$ cat src/rtl/io_bridge_pkg.sv
// ----------------------------------------------------------------------------
// io_bridge_pkg
// Shared memory-map and defines package for the CPU IO bridge.
//   IO_REGION_HI      : upper address half that selects the IO region
//   *_IDX             : slave index assignments on the IO bus
//   io_bridge_state_t : bridge transaction FSM states
// ----------------------------------------------------------------------------
package io_bridge_pkg;

    // Memory map: the IO region is the top 64 KiB of the address space.
    localparam logic [15:0] IO_REGION_HI = 16'hFFFF;

    // Slave index assignments (value of the 3-bit slave index field).
    localparam logic [2:0] UART_IDX = 3'd1;

    // Bridge transaction FSM.
    typedef enum logic [1:0] {
        IDLE    = 2'd0,
        ACCESS  = 2'd1,
        CAPTURE = 2'd2,
        RESP    = 2'd3
    } io_bridge_state_t;

endpackage

$ cat src/rtl/io_bridge.sv
// ----------------------------------------------------------------------------
// io_bridge
// Converts single CPU load/store requests into one-cycle strobes on a simple
// IO slave bus and returns a response (load data or decode error).
//
// Ports
//   clk, rst           : clock, synchronous active-low reset
//   io_req_*           : CPU request (valid/ready, we, addr, wdata)
//   io_rsp_*           : CPU response (valid/ready, rdata, err)
//   io_bus_s_*         : slave bus (one-hot cs, rd/wr strobes, address, data)
//   slave_rd_data      : per-slave read data, registered by the slave
//
// Transaction: IDLE (accept) -> ACCESS (strobe) -> CAPTURE (sample slave
// data, which is valid the cycle after the strobe) -> RESP (hold until the
// CPU takes it).
// ----------------------------------------------------------------------------
module io_bridge
    import io_bridge_pkg::*;
#(
    parameter int unsigned NUM_SLAVES = 4,
    parameter int unsigned SEL_LSB    = 8
) (
    input  logic                            clk,
    input  logic                            rst,
    input  logic                            io_req_valid,
    input  logic                            io_req_we,
    input  logic [31:0]                     io_req_addr,
    input  logic [31:0]                     io_req_wdata,
    output logic                            io_req_ready,
    output logic                            io_rsp_valid,
    input  logic                            io_rsp_ready,
    output logic [31:0]                     io_rsp_rdata,
    output logic                            io_rsp_err,
    output logic [NUM_SLAVES-1:0]           io_bus_s_cs,
    output logic                            io_bus_s_rd_en,
    output logic                            io_bus_s_wr_en,
    output logic [31:0]                     io_bus_s_address,
    output logic [31:0]                     io_bus_s_wr_data,
    input  logic [NUM_SLAVES-1:0][31:0]     slave_rd_data
);

    io_bridge_state_t        state_reg;
    logic                    we_reg;
    logic                    mapped_reg;
    logic [2:0]              idx_reg;
    logic [31:0]             addr_reg;
    logic [31:0]             wdata_reg;
    logic [NUM_SLAVES-1:0]   cs_reg;
    logic                    rd_en_reg;
    logic                    wr_en_reg;
    logic                    rsp_valid_reg;
    logic [31:0]             rsp_rdata_reg;
    logic                    rsp_err_reg;

    // Request decode, evaluated on the incoming address.
    logic [2:0]              req_idx;
    logic                    req_mapped;
    logic [NUM_SLAVES-1:0]   req_cs;

    assign req_idx    = io_req_addr[SEL_LSB+2:SEL_LSB];
    assign req_mapped = (io_req_addr[31:16] == IO_REGION_HI) &&
                        (32'(req_idx) < NUM_SLAVES);

    generate
        for (genvar gi = 0; gi < NUM_SLAVES; gi++) begin : g_cs_dec
            assign req_cs[gi] = req_mapped && (req_idx == 3'(gi));
        end
    endgenerate

    // Read mux over the captured slave index.
    logic [31:0] sel_rdata;

    always_comb begin
        sel_rdata = '0;
        for (int i = 0; i < NUM_SLAVES; i++) begin
            if (idx_reg == 3'(i)) begin
                sel_rdata = slave_rd_data[i];
            end
        end
    end

    // Ready is gated by rst so it is low for the whole reset period and high
    // in the very first cycle after release.
    assign io_req_ready     = rst && (state_reg == IDLE);
    assign io_rsp_valid     = rsp_valid_reg;
    assign io_rsp_rdata     = rsp_rdata_reg;
    assign io_rsp_err       = rsp_err_reg;
    assign io_bus_s_cs      = cs_reg;
    assign io_bus_s_rd_en   = rd_en_reg;
    assign io_bus_s_wr_en   = wr_en_reg;
    assign io_bus_s_address = addr_reg;
    assign io_bus_s_wr_data = wdata_reg;

    always_ff @(posedge clk) begin
        if (!rst) begin
            state_reg     <= IDLE;
            we_reg        <= 1'b0;
            mapped_reg    <= 1'b0;
            idx_reg       <= '0;
            addr_reg      <= '0;
            wdata_reg     <= '0;
            cs_reg        <= '0;
            rd_en_reg     <= 1'b0;
            wr_en_reg     <= 1'b0;
            rsp_valid_reg <= 1'b0;
            rsp_rdata_reg <= '0;
            rsp_err_reg   <= 1'b0;
        end else begin
            case (state_reg)
                IDLE: begin
                    if (io_req_valid) begin
                        we_reg     <= io_req_we;
                        addr_reg   <= io_req_addr;
                        wdata_reg  <= io_req_wdata;
                        idx_reg    <= req_idx;
                        mapped_reg <= req_mapped;
                        // Strobes are launched here so they are visible for
                        // exactly the ACCESS cycle.
                        cs_reg     <= req_cs;
                        rd_en_reg  <= req_mapped && !io_req_we;
                        wr_en_reg  <= req_mapped && io_req_we;
                        state_reg  <= ACCESS;
                    end
                end
                ACCESS: begin
                    cs_reg    <= '0;
                    rd_en_reg <= 1'b0;
                    wr_en_reg <= 1'b0;
                    state_reg <= CAPTURE;
                end
                CAPTURE: begin
                    rsp_rdata_reg <= (mapped_reg && !we_reg) ? sel_rdata : 32'd0;
                    rsp_err_reg   <= !mapped_reg;
                    rsp_valid_reg <= 1'b1;
                    state_reg     <= RESP;
                end
                RESP: begin
                    if (io_rsp_ready) begin
                        rsp_valid_reg <= 1'b0;
                        state_reg     <= IDLE;
                    end
                end
                default: begin
                    state_reg <= IDLE;
                end
            endcase
        end
    end

endmodule

$ cat config.mk
export PLATFORM = sky130hd
export DESIGN_NAME = io_bridge
export DESIGN_NICKNAME = d
export VERILOG_FILES = /design/src/rtl/io_bridge_pkg.sv /design/src/rtl/io_bridge.sv
export SDC_FILE = /design/constraint.sdc
export NUM_CORES = 1
export LEC_CHECK = 0
export BUFFER_PORTS_ARGS = -buffer_cell sky130_fd_sc_hd__buf_4
export CORE_AREA = 2 2 118 120
export DETAILED_ROUTE_END_ITERATION = 6
export DIE_AREA = 0 0 120 122
export MAX_ROUTING_LAYER = met4
export PLACE_DENSITY = 0.78
export RECOVER_POWER = 25
export SYNTH_ARGS = -nofsm -noshare
export SYNTH_HDL_FRONTEND = slang
export SYNTH_SLANG_ARGS = --single-unit
export TNS_END_PERCENT = 20
$ cat constraint.sdc
create_clock -name clk -period 2 [get_ports clk]
set_input_delay 0.2 -clock clk [delete_from_list [all_inputs] [get_ports clk]]
set_output_delay 0.2 -clock clk [all_outputs]
set_load 0.02 [all_outputs]
# == Word level (Yosys, flattened, before mapping) ==
# Cells that the tools add are included.
# classes
n_lt_le_gt_ge,1
eq_ne,12
mux,16
reduce_logical,21
# ops
op,n
32-bit 2-to-1 mux,5
16-bit == test (second input constant),1
3-bit by 2-bit == test with 1-bit output (second input constant),4
1-bit logical AND,9
2-bit one-hot mux with 4 select lines,1
4-bit one-hot mux with 2 select lines,1
2-bit AND reduction,4
3-bit by 1-bit == test with 1-bit output (second input constant),2
3-bit zero test,2
1-bit one-hot mux with 2 select lines,3
2-bit == test (second input constant),2
2-bit 2-to-1 mux,2
4-bit 2-to-1 mux,1
2-bit inequality test (second input constant),2
2-bit nonzero test,2
1-bit zero test,3
3-bit less-than comparator (second input constant),1
1-bit 2-to-1 mux,3
2-bit by 1-bit == test with 1-bit output (second input constant),1
2-bit zero test,1
# totals
reg_bits,111
out_inout_bits,105
word_cells,62

# == Depth between registers and ports, before layout ==
# Gate-level depths: netlist of the first run.
# logic_depth
word_depth,6
ltp_mapped,7
depth_no_buf,5

# == Worst setup path before layout of the first run ==
# No wires, ideal clock.
# synth_path
path_type,flip-flop to flip-flop
from,register state_reg[0]
to,register cs_reg[0] (netlist: io_bus_s_cs[0])
arrival_ns,1.573
t_required_ns,1.912
path_slack_ns,0.339
stages_incl_launch_ff,7
path_buffers,1
synth_period_minus_slack_ns,1.661
cell_sequence,dfxtp_1 -> inv_1 -> ha_1 -> nand2_1 -> or4_1 -> buf_2 -> o31ai_1
# synth_between
elab_chain_len,3
elab_cells_between_ends,6
cone_classes,2 x eq/ne; 1 x mux; 3 x reduce/logical
# synth_rtl
element,line,rtl
from (decl),io_bridge.sv:42,io_bridge_state_t state_reg;
from (signal assigned),io_bridge.sv:96,state_reg <= IDLE;
from (signal assigned),io_bridge.sv:122,state_reg <= ACCESS;
from (signal assigned),io_bridge.sv:129,state_reg <= CAPTURE;
2-bit by 1-bit == test with 1-bit output / 2-bit zero test (equally long branches),io_bridge.sv:109,case (state_reg)
2-bit nonzero test (no source line) / 2-bit inequality test (equally long branches),--,
2-bit AND reduction (no source line),--,
to (signal assigned),io_bridge.sv:119,cs_reg <= req_cs;
to (decl),io_bridge.sv:48,logic [NUM_SLAVES-1:0] cs_reg;
# Parallel ways exist; a longest one is shown, timed or not.
# A chain may end at the register's enable or synchronous reset.

# == Final worst setup path of the first run ==
# layout_path
from,register state_reg[0]
to,register cs_reg[3] (netlist: io_bus_s_cs[3])
# Same word-level chain as after synthesis.

==> results.py, run 1 <==
metrics = {
    "cells_and_area": {
        "antenna-diode-count": 0,
        "areaGrowthSynthToFinish_pct": 53.6,
        "utilization_pct": 53.8,
        "final-seq-area_um2": 2160,
        "layout.nets": 1044,
        "multi_input_area_um2": 2390,
        "drive_gt1_share_pct": 35.8,
        "n_fill_cell": 1344,
    },
    "detailed_routing": {
        "ant_nets": 0,
        "via_per_inst": 4.88,
        "route.vias.total": 5016,
        "drc": 0,
        "wl_per_cell_um": 15.4,
        "drt-total-wl_mm": 15.8,
        "first_iter_violations": 295,
        "first_pass_iters": 4,
    },
    "grt": {
        "global_route.usage.total_pct": 21.2,
        "grt_pass1_vias": 4666,
        "grt_pass1_wl_mm": 23.7,
        "grt_max_degree": 67,
        "grt-ovfl-total": 0,
        "grt_antenna_before_repair": 0,
    },
    "run": {
        "drv_cap": 0,
    },
    "sta": {
        "fmax_ghz": 0.552,
        "finalClockSkew_ns": 0.00396,
        "finalHoldViolCount": 0,
        "rsz0062_at_grt": "false",
        "worst_slew_pin_slew_ns": 0.700,
        "finalWorstSetupSlack_ns": 0.190,
        "tns_ns": 0,
        "drv_slew": 0,
        "post-route-period-util_pct": 90.5,
        "finalSetupViolations": 0,
        "slew_headroom_pct": 53.3,
        "finalCriticalPeriod_ns": 1.81,
    },
    "clocking": {
        "cts_tree": "yes",
        "cts_max_path_buffers": 2,
        "root_buffer": "clkbuf_16",
        "insertion_delay_ns": 0.35,
        "post_cts_resized": 0,
        "cts.sinks": 108,
        "htree_levels": 3,
        "cts_buffers": 9,
        "cts_hold_buf": 0,
        "clkTransAtPathRegs_ns": 0.07,
        "postCtsSetupBuffers": 0,
    },
    "worst_setup_path": {
        "path_max_fanout": 7,
        "ff2ff_path_depth": 5,
        "critPathTopFamily": "simple AND/OR/NAND/NOR gates",
        "crit_type": "flip-flop to flip-flop",
        "r2r_end": "io_bus_s_cs[3]",
        "worst_path_largest_cell_delay_ns": 0.68,
        "r2r_start": "state_reg[0]",
        "crit_buf_inv": 1,
        "cp_slowest_cell": "or4_1",
        "cp_cell_sequence": "inv_1 > ha_1 > nand2_2 > or4_1 > o31ai_1",
        "rrSetupSlack_ns": 0.19,
        "worstPathRequired_ns": 2.27,
        "startpoint_type": "flip-flop",
        "worstSetupEndpointType": "flip-flop",
        "crit_arrival_ns": 2.08,
    },
    "synthesis": {
        "synthTopCellsByArea": "dfxtp_1, nand2_1, mux2_1",
        "syn-num-nets": 765,
        "syn_avg_cell_area_um2": 8.40,
        "netlist_area_um2": 4730,
        "synth.distinct_cells": 30,
        "synth_edf_count": 0,
        "ys_ff_latch": 108,
        "synthCells": 563,
        "synth_top_area_cell": "dfxtp_1",
        "yosysWarningCount": 0,
        "ys_async_sr_fraction_pct": 0,
        "yosysSeqAreaShare_pct": 45.7,
        "synthFlopType": "dfxtp_1",
        "yosysTopAreaCellShare_pct": 45.7,
    },
    "placed_design": {
        "port_buffers": 301,
        "dp_slack_ns": 0.188,
        "routabilityCongestion": 0.779,
        "hpwlAfterDp_mm": 11.9,
    },
    "power": {
        "peakVddDrop_uv": 812,
        "leakagePower_uw": 0.00310,
        "p_per_area_nw_per_um2": 967,
    },
    "hold_path": {
        "min_from": "io_req_addr[4]",
        "whs_endpoint": "io_bus_s_address[4]",
        "min_path_type": "input port to flip-flop",
        "hold_depth": 3,
    },
    "floorplan": {
        "core_area_um2": 13500,
        "rows": 43,
        "io_pins": 302,
        "die_y_um": 122,
        "start_util_pct": 35.0,
        "fp.dieW_um": 120,
        "die-area_um2": 14600,
    },
    "run_status": {
        "status": "complete, no violations",
    },
}
-- cell type report --
type	instances	area share (%)
multi-input combinational	408	32.9
timing repair buffer	312	30.0
sequential	108	29.8
clock buffer	12	3.39
tap	180	3.10
clock inverter	4	0.672
inverter	3	0.155
-- how the worst max path moves through the flow --
stage,start,end,slack [ns],cells after the start
after floorplan,state_reg[0],io_bus_s_cs[0],0.34,6
after global placement,state_reg[0],io_bus_s_wr_en,0.27,5
after detailed placement,state_reg[0],io_bus_s_cs[2],0.19,5
after CTS,state_reg[0],io_bus_s_cs[3],0.17,5
after global routing,state_reg[0],io_bus_s_wr_data[17],0.02,6
final,state_reg[0],io_bus_s_cs[3],0.19,5
-- report_power, final --
| part | internal (uW) | total [uW] | switching [uW] |
|---|---|---|---|
| clock | 1010 | 1810 | 805 |
| combinational | 1090 | 2620 | 1530 |
| sequential | 2440 | 2590 | 151 |
| total | 4540 | 7030 | 2490 |
-- kinds of logic after synthesis --
group	count (synthesis)	synth area share, %
AO/OA/AOI/OAI	142	16.2
multiplexers	65	15.4
flip-flops	108	45.7
adder cells (fa/ha/maj)	5	1.32
AND/OR/NAND/NOR	196	17.4
buffers and inverters	47	3.91
-- per-layer routing --
metal / GRT usage, % / up-vias / part of all wire (%)
met3: 7.44 / 26 / 8.5
met4: 7.79 / 0 / 2.3
li1: - / 2494 / -
met5: - / - / 0
met1: 23.3 / 2279 / 39
met2: 35.4 / 217 / 50
-- tightest hold or removal path, delay by kind of cell --
family          cells  cell delay [ns]
simple gates        1             0.04
compound gates      1             0.05
buf+inv             1             0.11
-- cells in the mapped netlist (3+ instances only) --
master	number
dfxtp_1	108
mux2_1	41
a21oi_1	68
clkbuf_1	30
nand2_1	164
ha_1	5
buf_1	7
nor2b_1	4
buf_2	7
or4_1	3
o31ai_1	7
mux2_2	23
o21ai_1	32
o22ai_1	32
nand4_1	4
o21ai_0	3
nand3_1	7
-- cell usage in the layout (no fill, tap or decap), types with 2 or more instances in the layout --
master     count
mux2_2        23
clkbuf_16      9
nand3_1        7
or4_1          3
buf_4        256
or4b_2         2
o21ai_1       32
a21oi_1       68
o21ai_0        3
nand2b_1       2
nor2b_1        3
mux2_1        41
buf_12         3
clkbuf_1      55
inv_1          2
o31ai_1        7
nand2_1      163
nor2_1         2
nand4_1        4
dfxtp_1      107
clkinv_2       2
ha_1           5
o22ai_1       32
-- stage by stage --
step | hold slack, ns | instance area (um^2) | instances | total power [uW]
6_report | 0.0873 | 7270 | 1027 | 7030
5_1_grt | 0.0771 | 7270 | 1027 | 7450
4_1_cts | 0.0743 | 7460 | 1027 | 7230
3_5_place_dp | 0.442 | 7170 | 1011 | 5400
3_3_place_gp | 0.437 | 7170 | 1011 | 5360
2_1_floorplan | 0.336 | 4730 | 563 | 4260
(Power assumes the default switching activity.)
==> run 2, diff against run 1 <==
--- a/config.mk
+++ b/config.mk
@@ -5,12 +5,13 @@
 export SDC_FILE = /design/constraint.sdc
 export NUM_CORES = 1
 export LEC_CHECK = 0
-export BUFFER_PORTS_ARGS = -buffer_cell sky130_fd_sc_hd__buf_4
-export CORE_AREA = 2 2 118 120
+export CORE_AREA = 2 2 117 119
+export CTS_CLUSTER_DIAMETER = 50
 export DETAILED_ROUTE_END_ITERATION = 6
-export DIE_AREA = 0 0 120 122
+export DIE_AREA = 0 0 119 121
+export DONT_BUFFER_PORTS = 1
 export MAX_ROUTING_LAYER = met4
-export PLACE_DENSITY = 0.78
+export PLACE_DENSITY = 0.59
 export RECOVER_POWER = 25
 export SYNTH_ARGS = -nofsm -noshare
 export SYNTH_HDL_FRONTEND = slang
==> run 2 against run 1 <==
Against the previous run: first-iteration DRC count down 18%; critical endpoint is now io_bus_s_wr_en; via count down 15%; highest routed layer unchanged; utilization down 8.9 points.
==> results.py, run 2 (same netlist as run 1, synthesis figures left out) <==
metrics = {
    "detailed_routing": {
        "route.vias.total": 4271,
        "first_iter_violations": 241,
        "wl_per_cell_um": 19.4,
        "via_per_inst": 5.43,
        "first_pass_iters": 5,
        "drt-total-wl_mm": 15.3,
        "drc": 0,
        "ant_nets": 0,
    },
    "worst_setup_path": {
        "path_max_fanout": 7,
        "worstPathRequired_ns": 2.26,
        "crit_arrival_ns": 2.02,
        "crit_type": "flip-flop to flip-flop",
        "startpoint_type": "flip-flop",
        "worstSetupEndpointType": "flip-flop",
        "r2r_start": "state_reg[0]",
        "critPathLaunch": "state_reg[0]",
    },
    "sta": {
        "finalHoldViolCount": 0,
        "slew_headroom_pct": 64.8,
        "worst_slew_pin_slew_ns": 0.527,
        "finalCriticalPeriod_ns": 1.77,
        "post-route-period-util_pct": 88.3,
        "hold_ws_ns": 0.0113,
        "drv_slew": 0,
        "rsz0062_at_grt": "false",
        "finalSetupViolations": 0,
        "finalClockSkew_ns": 0.00651,
        "tns_ns": 0,
        "fmax_ghz": 0.566,
    },
    "power": {
        "leakagePower_uw": 0.00210,
        "p_per_area_nw_per_um2": 1130,
        "peakVddDrop_uv": 515,
    },
    "hold_path": {
        "min_path_type": "input port to flip-flop",
        "min_from": "rst",
    },
    "grt": {
        "grt_antenna_before_repair": 0,
        "grt-ovfl-total": 0,
        "grt_max_degree": 67,
        "global_route.usage.total_pct": 20.8,
        "grt_pass1_vias": 4249,
        "grt_pass1_wl_mm": 22.6,
    },
    "clocking": {
        "cts.sinks": 108,
        "cts_max_path_buffers": 2,
        "cts_tree": "yes",
        "insertion_delay_ns": 0.34,
        "root_buffer": "clkbuf_16",
        "clkTransAtPathRegs_ns": 0.07,
        "cts_buffers": 9,
        "postCtsSetupBuffers": 0,
        "htree_levels": 3,
    },
    "cells_and_area": {
        "final_common_cell": "nand2_1",
        "final-seq-area_um2": 2160,
        "n_fill_cell": 1223,
        "areaGrowthSynthToFinish_pct": 24.3,
        "layout.cells.non_filler": 787,
        "finalInstanceArea_um2": 5880,
        "layout.nets": 808,
        "antenna-diode-count": 0,
        "drive_gt1_share_pct": 9.66,
        "multi_input_area_um2": 2390,
        "final_cell_mix": "nand2_1, dfxtp_1, a21oi_1",
    },
    "floorplan": {
        "fp.dieW_um": 119,
        "die_y_um": 121,
        "io_pins": 302,
        "start_util_pct": 36.2,
        "rows": 42,
        "die-area_um2": 14400,
        "core_area_um2": 13100,
    },
    "placed_design": {
        "routabilityCongestion": 0.797,
        "port_buffers": 0,
        "hpwlAfterDp_mm": 10.7,
        "dpl_cell_area_um2": 4930,
        "dp_cells": 708,
    },
    "run_status": {
        "status": "complete, no violations",
    },
    "run": {
        "drv_cap": 0,
    },
}
[run 2: changes by cell type in the layout (fill, tap and decap cells not counted), moves of 2 or more]
cell,change
clkbuf_1,-54
clkinv_2,-2
buf_4,-248
dlygate4sd3_1,+63
[run 2: routing by layer]
metal | part of all wire [%] | vias up | global-route usage (%)
met5 | 0 | - | -
met4 | 1.6 | 0 | 7.81
met3 | 9.0 | 14 | 5.97
met2 | 53 | 254 | 37.9
met1 | 36 | 1982 | 21.3
li1 | - | 2021 | -
[run 2: power breakdown]
part	internal, uW	switching, uW	total [uW]
combinational	747	1070	1820
sequential	2440	539	2980
clock	1020	822	1840
total	4210	2430	6640
[run 2: per-stage QoR]
step	setup slack [ns]	total power, uW	utilization, %
6_report	0.234	6640	44.9
5_1_grt	0.0277	7060	44.9
4_1_cts	0.131	6690	44.9
3_5_place_dp	0.143	4730	37.7
3_3_place_gp	0.271	4660	37.7
2_1_floorplan	0.339	4260	-
[run 2: path summary, 6_finish.rpt]
check | endpoint | slack [ns] | cells past startpoint
setup / recovery | io_bus_s_wr_en | 0.23 | 5
setup reg to reg | io_bus_s_wr_en | 0.23 | 5
hold / removal | io_bus_s_wr_en | 0.01 | 2
hold reg to reg | we_reg | 0.46 | 2
[run 2: timing repair]
item / in CTS / in global routing
hold buffers: 63 / 0
gates resized for setup: 0 / 2
endpoints found under the hold margin: 69 / 0
endpoints found under the setup margin: 0 / 9
[run 2: layout make-up]
class,instances,share of cell area [%]
multi-input cells,408,40.7
well taps,176,3.75
clock buffers,11,4.13
clock inverters,5,1.13
repair buffers,76,13.3
inverters,3,0.192
flip-flops and latches,108,36.8
[run 2: critical path: stages (launching register included)]
cell     delay [ns]
dfxtp_1        0.35
inv_1          0.12
ha_1           0.26
nand2_2        0.09
or4_4          0.60
o31ai_1        0.25
==> run 3, diff against run 2 <==
--- a/config.mk
+++ b/config.mk
@@ -11,7 +11,7 @@
 export DIE_AREA = 0 0 119 121
 export DONT_BUFFER_PORTS = 1
 export MAX_ROUTING_LAYER = met4
-export PLACE_DENSITY = 0.59
+export PLACE_DENSITY_LB_ADDON = 0.2
 export RECOVER_POWER = 25
 export SYNTH_ARGS = -nofsm -noshare
 export SYNTH_HDL_FRONTEND = slang
==> run 3 against run 2 <==
Against the previous run: global-route usage down 0.58 points; critical path type unchanged; first-iteration DRC count down 17%; die area unchanged; sequential cell count unchanged; utilization down 0.33 points; critical path depth unchanged; combinational power down 3%; power down 3.3%; count of clock-buffer cells in the layout down 1; maximum frequency down 4.7%; worst setup slack worse by 0.088 ns; via count down 2.0%.
==> results.py, run 3 (same netlist as run 1, synthesis figures left out) <==
metrics = {
    "sta": {
        "tns_ns": 0,
        "finalClockSkew_ns": 0.00924,
        "drv_slew": 0,
        "rsz0062_at_grt": "true",
        "slew_headroom_pct": 55.5,
        "post-route-period-util_pct": 92.7,
        "finalSetupViolations": 0,
        "fmax_ghz": 0.539,
        "worst_slew_pin_slew_ns": 0.667,
        "hold_ws_ns": 0.0284,
        "finalHoldViolCount": 0,
        "finalCriticalPeriod_ns": 1.85,
    },
    "power": {
        "leakagePower_uw": 0.00207,
        "comb_power_share_pct": 27.4,
        "clock_power_share_pct": 26.5,
        "p_per_area_nw_per_um2": 1100,
        "peakVddDrop_uv": 522,
        "seq_power_share_pct": 46.1,
        "switching_share_pct": 37.2,
        "internal_power_uw": 4040,
        "p_sw_uw": 2390,
    },
    "worst_setup_path": {
        "crit_arrival_ns": 2.11,
        "crit_type": "flip-flop to flip-flop",
        "ff2ff_path_depth": 5,
        "worstSetupEndpointType": "flip-flop",
        "worstPathRequired_ns": 2.26,
        "path_max_fanout": 7,
        "startpoint_type": "flip-flop",
    },
    "clocking": {
        "insertion_delay_ns": 0.35,
        "postCtsSetupBuffers": 0,
        "cts_tree": "yes",
        "cts_buffers": 9,
        "cts.sinks": 108,
        "cts_max_path_buffers": 2,
        "clkTransAtPathRegs_ns": 0.07,
        "root_buffer": "clkbuf_16",
        "post_cts_resized": 0,
        "htree_levels": 3,
    },
    "grt": {
        "grt_antenna_before_repair": 2,
        "grt_pass1_vias": 4160,
        "grt_pass1_wl_mm": 22.0,
        "global_route.usage.total_pct": 20.2,
        "grt-ovfl-total": 0,
        "grt_max_degree": 67,
    },
    "detailed_routing": {
        "wl_per_cell_um": 18.7,
        "first_pass_iters": 4,
        "ant_nets": 0,
        "drt-total-wl_mm": 14.8,
        "route.vias.total": 4185,
        "via_per_inst": 5.31,
        "drc": 0,
        "first_iter_violations": 199,
    },
    "cells_and_area": {
        "final_cell_mix": "nand2_1, dfxtp_1, a21oi_1",
        "layout.nets": 808,
        "finalInstanceArea_um2": 5840,
        "n_fill_cell": 1236,
        "final_common_cell": "nand2_1",
        "drive_gt1_share_pct": 9.00,
        "areaGrowthSynthToFinish_pct": 23.4,
    },
    "floorplan": {
        "io_pins": 302,
        "start_util_pct": 36.2,
        "die-area_um2": 14400,
        "rows": 42,
        "fp.dieW_um": 119,
        "core_area_um2": 13100,
        "die_y_um": 121,
    },
    "hold_path": {
        "hold_depth": 2,
        "min_path_type": "input port to flip-flop",
    },
    "placed_design": {
        "hpwlAfterDp_mm": 10.6,
        "dpl_cell_area_um2": 4880,
        "port_buffers": 0,
        "routabilityCongestion": 0.733,
    },
    "run": {
        "drv_cap": 0,
    },
    "run_status": {
        "status": "complete, no violations",
    },
}
-- run 3: path summary, 6_finish.rpt --
path / slack [ns] / to / start
worst max register to register: 0.15 / io_bus_s_wr_en / state_reg[0]
worst min register to register: 0.46 / we_reg / we_reg
worst min-delay path: 0.03 / io_bus_s_cs[3] / io_req_addr[8]
worst max-delay path: 0.15 / io_bus_s_wr_en / state_reg[0]
-- run 3: cell type report --
| type | instances | area, um^2 | share of cell area [%] |
|---|---|---|---|
| Tap cell | 176 | 220 | 3.77 |
| Sequential cell | 108 | 2160 | 37.1 |
| Clock inverter | 6 | 47.5 | 0.815 |
| Inverter | 3 | 11.3 | 0.193 |
| Clock buffer | 10 | 239 | 4.09 |
| Timing Repair Buffer | 76 | 763 | 13.1 |
| Antenna cell | 1 | 2.50 | 0.0429 |
| Multi-Input combinational cell | 408 | 2390 | 40.9 |
-- run 3: worst max-delay path, stage by stage (launching register included) --
cell	delay, ns
dfxtp_1	0.34
inv_1	0.12
ha_1	0.27
nand2_2	0.08
or4_1	0.68
o31ai_1	0.28
-- run 3: power by group through the flow --
stage / combinational, uW / clock [uW] / sequential (uW)
floorplan: 1310 / 0 / 2950
global placement: 1600 / 0 / 3010
detailed placement: 1660 / 0 / 3010
CTS: 1770 / 1780 / 2960
global route: 1970 / 1860 / 2990
finish: 1760 / 1700 / 2960
-- run 3: layer usage --
| layer | track usage (%) | up-vias | wire length [um] |
|---|---|---|---|
| met5 | - | - | 0 |
| met4 | 9.90 | 0 | 431 |
| met3 | 5.87 | 27 | 1240 |
| met2 | 35.2 | 211 | 7510 |
| met1 | 21.0 | 1915 | 5590 |
| li1 | - | 2032 | - |
-- run 3: through the flow --
| stage | worst slack [ns] | utilization, % | cells | total power [uW] |
|---|---|---|---|---|
| floorplan | 0.339 | - | 563 | 4260 |
| global placement | 0.261 | 37.3 | 704 | 4600 |
| detailed placement | 0.150 | 37.3 | 704 | 4670 |
| CTS | 0.134 | 44.6 | 787 | 6500 |
| global route | -0.0180 | 44.6 | 788 | 6820 |
| finish | 0.146 | 44.6 | 788 | 6430 |
-- run 3: timing repair --
| action | CTS | global route |
|---|---|---|
| hold endpoints to repair | 74 | 0 |
| setup endpoints to repair | 0 | 4 |
| hold buffers | 67 | 0 |
